$ cat src/rtl/pc_sequencer.sv
// pc_sequencer: owns the architectural PC and runs the fetch handshake for the
// single-stage core. One imem request at a time (req/gnt, then rvalid). The
// fetched word is held for execute until it retires, and then the next PC is
// chosen. A flush carries an absolute target and discards any in-flight fetch.
//
// Optional feature: define PC_MISALIGN_TRAP_EN to trap on a misaligned redirect
// or flush target instead of silently clearing its low two bits.
module pc_sequencer #(
  parameter logic [31:0] RESET_PC = 32'h0000_0000,
  parameter int unsigned PC_STEP  = 4
) (
  input  logic        CLK,
  input  logic        reset,
  output logic        imem_req,
  output logic [31:0] imem_addr,
  input  logic        imem_gnt,
  input  logic        imem_rvalid,
  input  logic [31:0] imem_rdata,
  output logic        inst_valid,
  output logic [31:0] inst,
  output logic [31:0] inst_pc,
  input  logic        inst_ready,
  input  logic        redirect_valid,
  input  logic [31:0] redirect_offset,
  input  logic        flush_valid,
  input  logic [31:0] flush_pc,
  output logic        trap_valid,
  output logic [31:0] trap_pc
);

  localparam logic [31:0] STEP = 32'(PC_STEP);

  typedef enum logic [1:0] {
    S_FETCH = 2'd0,
    S_WAIT  = 2'd1,
    S_HOLD  = 2'd2
  } state_t;

  state_t      state;
  logic [31:0] pc;
  logic        drop;

  logic        retire;
  logic        cf_target;
  logic [31:0] raw_target;
  logic        target_bad;
  logic [31:0] next_pc;

  // Pick the PC that the next fetch goes to: flush beats redirect beats PC+step
  always_comb begin
    retire     = (state == S_HOLD) && inst_valid && inst_ready;
    cf_target  = flush_valid || (retire && redirect_valid);
    raw_target = flush_valid    ? flush_pc :
                 redirect_valid ? (inst_pc + redirect_offset) :
                                  (inst_pc + STEP);
`ifdef PC_MISALIGN_TRAP_EN
    target_bad = cf_target && (raw_target[1:0] != 2'b00);
    next_pc    = target_bad ? RESET_PC : raw_target;
`else
    target_bad = 1'b0;
    next_pc    = cf_target ? {raw_target[31:2], 2'b00} : raw_target;
`endif
  end

  // Fetch FSM with registered outputs; a flush in any state takes priority
  always_ff @(posedge CLK or negedge reset) begin
    if (!reset) begin
      state      <= S_FETCH;
      pc         <= RESET_PC;
      drop       <= 1'b0;
      imem_req   <= 1'b0;
      imem_addr  <= RESET_PC;
      inst_valid <= 1'b0;
      inst       <= 32'h0;
      inst_pc    <= 32'h0;
      trap_valid <= 1'b0;
      trap_pc    <= 32'h0;
    end else begin
      // A misaligned target is reported for exactly one cycle
      trap_valid <= target_bad;
      trap_pc    <= target_bad ? raw_target : 32'h0;

      if (flush_valid) begin
        // A misaligned flush still goes through the drop path when a response
        // is outstanding, so only one imem transaction can ever be in flight.
        pc         <= next_pc;
        inst_valid <= 1'b0;
        unique case (state)
          S_FETCH: begin
            if (imem_req && imem_gnt) begin
              imem_req <= 1'b0;
              drop     <= 1'b1;
              state    <= S_WAIT;
            end else begin
              imem_req  <= 1'b1;
              imem_addr <= next_pc;
              state     <= S_FETCH;
            end
          end
          S_WAIT: begin
            if (imem_rvalid) begin
              drop      <= 1'b0;
              imem_req  <= 1'b1;
              imem_addr <= next_pc;
              state     <= S_FETCH;
            end else begin
              drop <= 1'b1;
            end
          end
          S_HOLD: begin
            imem_req  <= 1'b1;
            imem_addr <= next_pc;
            state     <= S_FETCH;
          end
          default: begin
            imem_req  <= 1'b1;
            imem_addr <= next_pc;
            state     <= S_FETCH;
          end
        endcase
      end else begin
        unique case (state)
          S_FETCH: begin
            // Request is low only in the first cycle after reset release
            if (!imem_req) begin
              imem_req  <= 1'b1;
              imem_addr <= pc;
            end else if (imem_gnt) begin
              imem_req <= 1'b0;
              state    <= S_WAIT;
            end
          end
          S_WAIT: begin
            if (imem_rvalid) begin
              if (drop) begin
                drop      <= 1'b0;
                imem_req  <= 1'b1;
                imem_addr <= pc;
                state     <= S_FETCH;
              end else begin
                inst       <= imem_rdata;
                inst_pc    <= pc;
                inst_valid <= 1'b1;
                state      <= S_HOLD;
              end
            end
          end
          S_HOLD: begin
            // Request the next PC straight away so zero-wait imem sustains one
            // instruction every three cycles
            if (retire) begin
              inst_valid <= 1'b0;
              pc         <= next_pc;
              imem_req   <= 1'b1;
              imem_addr  <= next_pc;
              state      <= S_FETCH;
            end
          end
          default: begin
            drop      <= 1'b0;
            imem_req  <= 1'b1;
            imem_addr <= pc;
            state     <= S_FETCH;
          end
        endcase
      end
    end
  end

endmodule

$ cat config.mk
export PLATFORM = sky130hd
export DESIGN_NAME = pc_sequencer
export DESIGN_NICKNAME = d
export VERILOG_FILES = /design/src/rtl/pc_sequencer.sv
export SDC_FILE = /design/constraint.sdc
export NUM_CORES = 1
export LEC_CHECK = 0
export CAP_MARGIN = 20
export CORE_AREA = 8 8 159 161
export CTS_CLUSTER_SIZE = 28
export DETAILED_ROUTE_END_ITERATION = 10
export DIE_AREA = 0 0 167 169
export GPL_TIMING_DRIVEN = 0
export PLACE_DENSITY = 0.69
export RECOVER_POWER = 25
export SYNTH_ARGS = -nofsm -noshare
export SYNTH_HDL_FRONTEND = slang
export SYNTH_SLANG_ARGS = --single-unit
export TNS_END_PERCENT = 100
$ cat constraint.sdc
create_clock -name CLK -period 3.7 [get_ports CLK]
set_input_delay 0.74 -clock CLK [delete_from_list [all_inputs] [get_ports CLK]]
set_output_delay 0.74 -clock CLK [all_outputs]
set_load 0.01 [all_outputs]
==> results.sh, run 1 <==
export IMPL_synth_area_leaders="dfrtp_1 37%, mux2_2 8.0%, a21oi_1 4.7%"
export IMPL_antenna_found_initial=0
export IMPL_root_buffer="clkbuf_16"
export IMPL_fp_coreArea_um2=22900
export IMPL_period_share_pct=98.4
export IMPL_final_max_slew_violation_count=44
export IMPL_worst_ir_drop_vdd_mv=0.442
export IMPL_ioPinCount=234
export IMPL_initialDrtViolationCount=796
export IMPL_fp_dieH_um=169
export IMPL_grt_pass1_wl_um=51800
export IMPL_drc_errors=0
export IMPL_avgSynthCellArea_um2=9.01
export IMPL_vias=8826
export IMPL_synth_seq_area_share_pct=37.4
export IMPL_pwr_share_seq_pct=28.0
export IMPL_grt_overflow_total=0
export IMPL_cp_slowest_stage_delay_ns=0.47
export IMPL_worst_pin_slew_ns=2.48
export IMPL_ff2ff_setup_slack_ns=0.36
export IMPL_layout_common_cells="195 x clkdlybuf4s50_1, 133 x dfrtp_1, 99 x nand2_1"
export IMPL_timing_max_cap_violations=1
export IMPL_wire_per_inst_um=22.2
export IMPL_start_util_pct=38.8
export IMPL_gp_congestion=0.941
export IMPL_p_switching_w=0.00423
export IMPL_power_frac_comb_pct=55.0
export IMPL_yosysTopAreaCell="dfrtp_1"
export IMPL_final_common_cell="clkdlybuf4s50_1"
export IMPL_synthArstFlopShare_pct=100
export IMPL_fin_crit_ns=3.64
export IMPL_cts_inserted_buffers=17
export IMPL_finalHoldWorstSlack_ns=0.492
export IMPL_dp_hpwl_um=25600
export IMPL_cp_max_fo=5
export IMPL_io_buffers=196
export IMPL_num_rows=56
export IMPL_yosysUniqueCellTypes=78
export IMPL_power_density_nw_per_um2=827
export IMPL_cellLeakagePower_nw=5.00
export IMPL_max_slew_margin_pct=-65.5
export IMPL_yosysWarnings=0
export IMPL_setup_viol=0
export IMPL_clockBufferDepth=2
export IMPL_drt_antenna_violating_nets=0
export IMPL_cts_htree_levels=4
export IMPL_synth_edf_count=0
export IMPL_die_w_um=167
export IMPL_cts_tree="yes"
export IMPL_drive_gt1_share_pct=12.5
export IMPL_status="finished, violations left"
export IMPL_cp_top_family="compound AO/OA/AOI/OAI gates"
export IMPL_wl_um=34100
export IMPL_synth_cells=987
export IMPL_fin_skew_ns=0.0132
export IMPL_dr_pass1_iters=6
export IMPL_path_class="primary input to flop"
export IMPL_p_int_w=0.00569
export IMPL_place_ws_ns=-0.605
export IMPL_cp_data_required_time_ns=4.03
export IMPL_path_cells="clkdlybuf4s50_1, ha_1, fa_1, a21oi_2, o211ai_1, a211oi_4, a21boi_4, a311oi_4, a32o_1, a211oi_1, o31ai_1"
export IMPL_cp_end_kind="flop"
export IMPL_hold_viol=0
export IMPL_clkTransAtPathRegs_ns=0.06
export IMPL_holdCritPathClass="flop to flop"
export IMPL_area_growth_pct=34.8
export IMPL_clk_latency_ns=0.43
export IMPL_cts_sinks=133
export IMPL_dieArea_um2=28200
export IMPL_fin_ws_ns=0.0610
export IMPL_syn_cell_area_um2=8900
export IMPL_grt_util_all_layers_pct=23.7
export IMPL_synth_flop_cell="dfrtp_1"
export IMPL_fmax_mhz=275
export IMPL_synth_top_area_share_pct=37.4
export IMPL_dp_cells=1506
export IMPL_ys_seq_elements=133
export IMPL_grt_pass1_vias=8663
export IMPL_swShare_pct=42.6
export IMPL_final_cells=1540
export IMPL_power_total_w=0.00991
export IMPL_violations="capacitance limit, slew limit"
export IMPL_n_antenna_cell=0
export IMPL_critPathLaunchType="primary input"
export IMPL_clkPwrFrac_pct=17.0
export IMPL_fin_nets=1373
export IMPL_cp_num_buf_inv=1
export IMPL_routed_via_density=5.73
export IMPL_arrival_ns=3.97
export IMPL_worst_path_max_delay_cell="a311oi_4"
export IMPL_grt_max_degree=91
-- Yosys cell counts, drive strengths merged (6+ instances only) --
cell    instances
ha             32
nor2           84
nand4          14
o31ai           8
and2           10
o211ai         15
xnor2          23
a31oi          14
o21ai          56
nand2          99
mux2           64
dfrtp         133
nand3          29
a211oi         20
a21oi          85
and3            6
clkbuf         43
o21a           13
nor2b           6
buf            46
nor3           22
xor2           18
a21o           17
inv            19
mux2i          16
-- layer usage --
metal | vias to the layer above | track usage (%) | wire (µm)
met5 | - | 0 | 0
met4 | 0 | 8.42 | 925
met3 | 77 | 7.27 | 3730
met2 | 485 | 37.5 | 15600
met1 | 4222 | 30.2 | 13900
li1 | 4042 | - | -
-- final timing paths --
kind                                                 from                        end  depth (start not counted)
min in group asynchronous                           reset    inst_pc[19]$_DFFE_PN0P_                          1
worst min register to register  imem_addr[30]$_DFFE_PN0P_  imem_addr[30]$_DFFE_PN0P_                          1
worst min-delay path            imem_addr[30]$_DFFE_PN0P_  imem_addr[30]$_DFFE_PN0P_                          1
worst max-delay path                   redirect_offset[0]         pc[22]$_DFFE_PN0P_                         11
worst max register to register     inst_pc[0]$_DFFE_PN0P_         pc[22]$_DFFE_PN0P_                         10
max in group asynchronous                           reset        inst[3]$_DFFE_PN0P_                          1
-- per-stage QoR --
stage | util [%] | instance area [µm²] | TNS (ns)
after floorplan | - | 9020 | 0
after global placement | 49.5 | 11300 | -493.98
after detailed placement | 49.6 | 11400 | -5.52
after CTS | 52.2 | 12000 | 0
after global routing | 52.3 | 12000 | -0.133
final | 52.3 | 12000 | 0
-- cell families (layout without fill, tap and decap cells) --
group           after synthesis  after routing  synth area share [%]
flops                       133            133                  37.4
xor+xnor                     41             41                  4.04
fa+ha+maj                    33             33                  4.73
simple gates                304            304                  16.2
mux                          80             80                  9.90
other cells                   1             33                0.0422
compound gates              287            287                  21.4
buf+inv                     108            339                  6.24
-- worst register-to-register path: stages, from the launching register on --
cell and delay, ns:
dfrtp_1 0.41, ha_1 0.24, fa_1 0.45, a21oi_2 0.24
o211ai_1 0.19, a211oi_4 0.45, a21boi_4 0.16, a311oi_4 0.47
a32o_1 0.30, a211oi_1 0.09, o31ai_1 0.24
-- registers in the layout, summed over array words and instances, names as in the netlist --
| name | flops |
|---|---|
| imem_req | 1 |
| imem_addr | 32 |
| inst | 32 |
| drop | 1 |
| state | 2 |
| inst_pc | 32 |
| inst_valid | 1 |
| pc | 32 |
-- what timing repair did --
action / CTS / global route
setup buffers: 0 / 2
pin swaps: 1 / 2
setup endpoints to repair: 4 / 7
hold buffers: 0 / 0
gates resized for setup: 1 / 4
-- layout make-up --
class	count	area, µm²
clock buffer	22	484
clock inverter	10	93.8
multi-input combinational	778	5170
timing repair buffer	199	2000
inverter	19	71.3
fill	2124	10900
buffer	89	484
sequential	133	3330
tap	290	363
-- power groups by stage --
stage          Clock, W  Sequential, W  Combinational (W)
3_5_place_dp          0        0.00278            0.00531
3_3_place_gp          0        0.00276            0.00527
5_1_grt         0.00176        0.00287            0.00587
4_1_cts         0.00170        0.00277            0.00535
2_1_floorplan         0        0.00284            0.00292
6_report        0.00169        0.00278            0.00545
Power figures use the tool's default switching activity.
==> run 2: changes to the inputs <==
Settings changed: CORE_AREA 8 8 159 161 to 8 8 136 188, CTS_BUF_LIST set to sky130_fd_sc_hd__clkbuf_4, DIE_AREA 0 0 167 169 to 0 0 144 196, SLEW_MARGIN set to 0.
==> run 2 against run 1 <==
The run still ends with capacitance limit, slew limit left. Flip-flop and latch count stayed put. Total power fell by 7.3%. Combinational power barely moved. Core utilization fell by 1.3 points. Die area barely moved. Global-route usage rose by 0.52 points. Via count barely moved. Critical path depth unchanged. Clock skew is 0.012 ns higher. Critical path type unchanged. Largest cell class unchanged. Largest power group unchanged. Highest routed layer unchanged.
==> results.sh, run 2 (same netlist as run 1, synthesis figures left out) <==
export IMPL_fmax_mhz=280
export IMPL_holdCritPathClass="flop to flop"
export IMPL_cts_tree="yes"
export IMPL_design_area_um2=11700
export IMPL_antenna_found_initial=1
export IMPL_grt_max_degree=78
export IMPL_dp_cells=1522
export IMPL_worst_ir_drop_vdd_mv=0.404
export IMPL_dp_hpwl_um=26300
export IMPL_crit_end="pc[22]$_DFFE_PN0P_"
export IMPL_die_w_um=144
export IMPL_period_share_pct=96.7
export IMPL_regArea_um2=3330
export IMPL_grt_pass1_vias=8771
export IMPL_initialDrtViolationCount=888
export IMPL_grt_pass1_wl_um=51300
export IMPL_clockBufferDepth=2
export IMPL_gp_congestion=0.918
export IMPL_clkTransAtPathRegs_ns=0.13
export IMPL_ff2ff_setup_slack_ns=0.27
export IMPL_layout_common_cells="195 x clkdlybuf4s50_1, 133 x dfrtp_1, 99 x nand2_1"
export IMPL_max_slew_margin_pct=-105
export IMPL_r2r_end="pc[22]$_DFFE_PN0P_"
export IMPL_final_cells=1554
export IMPL_cp_max_fo=8
export IMPL_multi_input_area_um2=5150
export IMPL_wl_um=34500
export IMPL_r2r_start="inst_pc[0]$_DFFE_PN0P_"
export IMPL_arrival_ns=4.06
export IMPL_status="finished, violations left"
export IMPL_setup_viol=0
export IMPL_dr_pass1_iters=6
export IMPL_violations="capacitance limit, slew limit"
export IMPL_start_util_pct=38.9
export IMPL_root_buffer="clkbuf_4"
export IMPL_cts_setup_buffers=0
export IMPL_power_total_w=0.00920
export IMPL_wire_per_inst_um=22.2
export IMPL_dpl_cell_area_um2=11400
export IMPL_fin_skew_ns=0.0248
export IMPL_ioPinCount=234
export IMPL_final_core_util_pct=51.0
export IMPL_fp_dieH_um=196
export IMPL_cp_end_kind="flop"
export IMPL_path_class="primary input to flop"
export IMPL_final_max_slew_violation_count=57
export IMPL_fin_nets=1372
export IMPL_vias=8828
export IMPL_fin_crit_ns=3.58
export IMPL_worst_pin_slew_ns=3.07
export IMPL_cellLeakagePower_nw=4.85
export IMPL_n_fill_cell=2207
export IMPL_cp_data_required_time_ns=4.18
export IMPL_critPathLaunchType="primary input"
export IMPL_drt_antenna_violating_nets=0
export IMPL_num_rows=66
export IMPL_drc_errors=0
export IMPL_rsz0062_at_grt="no"
export IMPL_reg2reg_depth=10
export IMPL_dieArea_um2=28200
export IMPL_routed_via_density=5.68
export IMPL_cts_htree_levels=4
export IMPL_crit_path_start="redirect_offset[0]"
export IMPL_area_growth_pct=31.1
export IMPL_fp_coreArea_um2=22900
export IMPL_final_common_cell="clkdlybuf4s50_1"
export IMPL_clk_latency_ns=0.56
export IMPL_hold_viol=0
export IMPL_cts_sinks=133
export IMPL_grt_overflow_total=0
export IMPL_cts_inserted_buffers=17
export IMPL_grt_util_all_layers_pct=24.2
export IMPL_cts_hold_buffers=0
export IMPL_drive_gt1_share_pct=11.9
export IMPL_power_density_nw_per_um2=788
export IMPL_io_buffers=196
export IMPL_timing_max_cap_violations=1
## run 2: cell types whose count changed in the layout (fill, tap and decap cells not counted), moves of 2 or more
cell        change
clkinv_4        +2
clkinv_1        +4
clkinvlp_4      -2
clkbuf_16      -17
clkbuf_4       +18
clkbuf_1        -2
inv_6           -3
clkbuf_8        -4
## run 2: cell type report
| type | instances | area share, % |
|---|---|---|
| repair buffers | 198 | 17.1 |
| multi-input cells | 778 | 44.1 |
| diodes | 1 | 0.0215 |
| clock inverters | 12 | 0.987 |
| inverters | 19 | 0.611 |
| clock buffers | 18 | 1.16 |
| well taps | 306 | 3.28 |
| plain buffers | 89 | 4.15 |
| flip-flops and latches | 133 | 28.5 |
## run 2: where the power goes
group	total, W	internal (W)	switching, W
Sequential	0.00279	0.00208	0.000709
Combinational	0.00545	0.00257	0.00288
Clock	0.000954	0.000390	0.000564
Total	0.00920	0.00504	0.00415
## run 2: timing repair
item / 4_1_cts / 5_1_grt
gates resized for setup: 1 / 1
pin swaps: 0 / 1
gates cloned: 0 / 0
setup endpoints to repair: 2 / 4
## run 2: metal layers
layer | wire length (µm) | global-route usage, %
met1 | 12500 | 26.7
met2 | 16600 | 40.2
met3 | 3340 | 6.67
met4 | 2030 | 15.5
met5 | 0 | 0
## run 2: worst min-delay path by stage
stage	start	to	slack (ns)	cells after the start
CTS	reset	inst[22]$_DFFE_PN0P_	0.15	1
global route	imem_addr[10]$_DFFE_PN0P_	imem_addr[10]$_DFFE_PN0P_	0.52	2
detailed placement	imem_addr[10]$_DFFE_PN0P_	imem_addr[10]$_DFFE_PN0P_	0.47	2
global placement	imem_addr[1]$_DFFE_PN0P_	imem_addr[1]$_DFFE_PN0P_	0.46	2
floorplan	reset	drop$_DFFE_PN0P_	0.44	0
finish	imem_addr[10]$_DFFE_PN0P_	imem_addr[10]$_DFFE_PN0P_	0.50	2
## run 2: metrics by stage
stage | hold WS, ns | worst slack (ns) | setup TNS, ns
4_1_cts | 0.153 | 0.106 | 0
3_3_place_gp | 0.463 | -3.77 | -504.00
2_1_floorplan | 0.444 | 0.537 | 0
3_5_place_dp | 0.474 | -0.714 | -5.49
6_report | 0.503 | 0.122 | 0
5_1_grt | 0.520 | 0.0214 | 0
## run 2: critical path, stage by stage
cell and delay, ns:
clkdlybuf4s50_1 0.40, ha_1 0.21, fa_1 0.46, a21oi_1 0.29, o211ai_1 0.20, a211oi_4 0.37, a21boi_2 0.20, a311oi_4 0.50
a32o_1 0.32, a211oi_1 0.12, o31ai_1 0.23
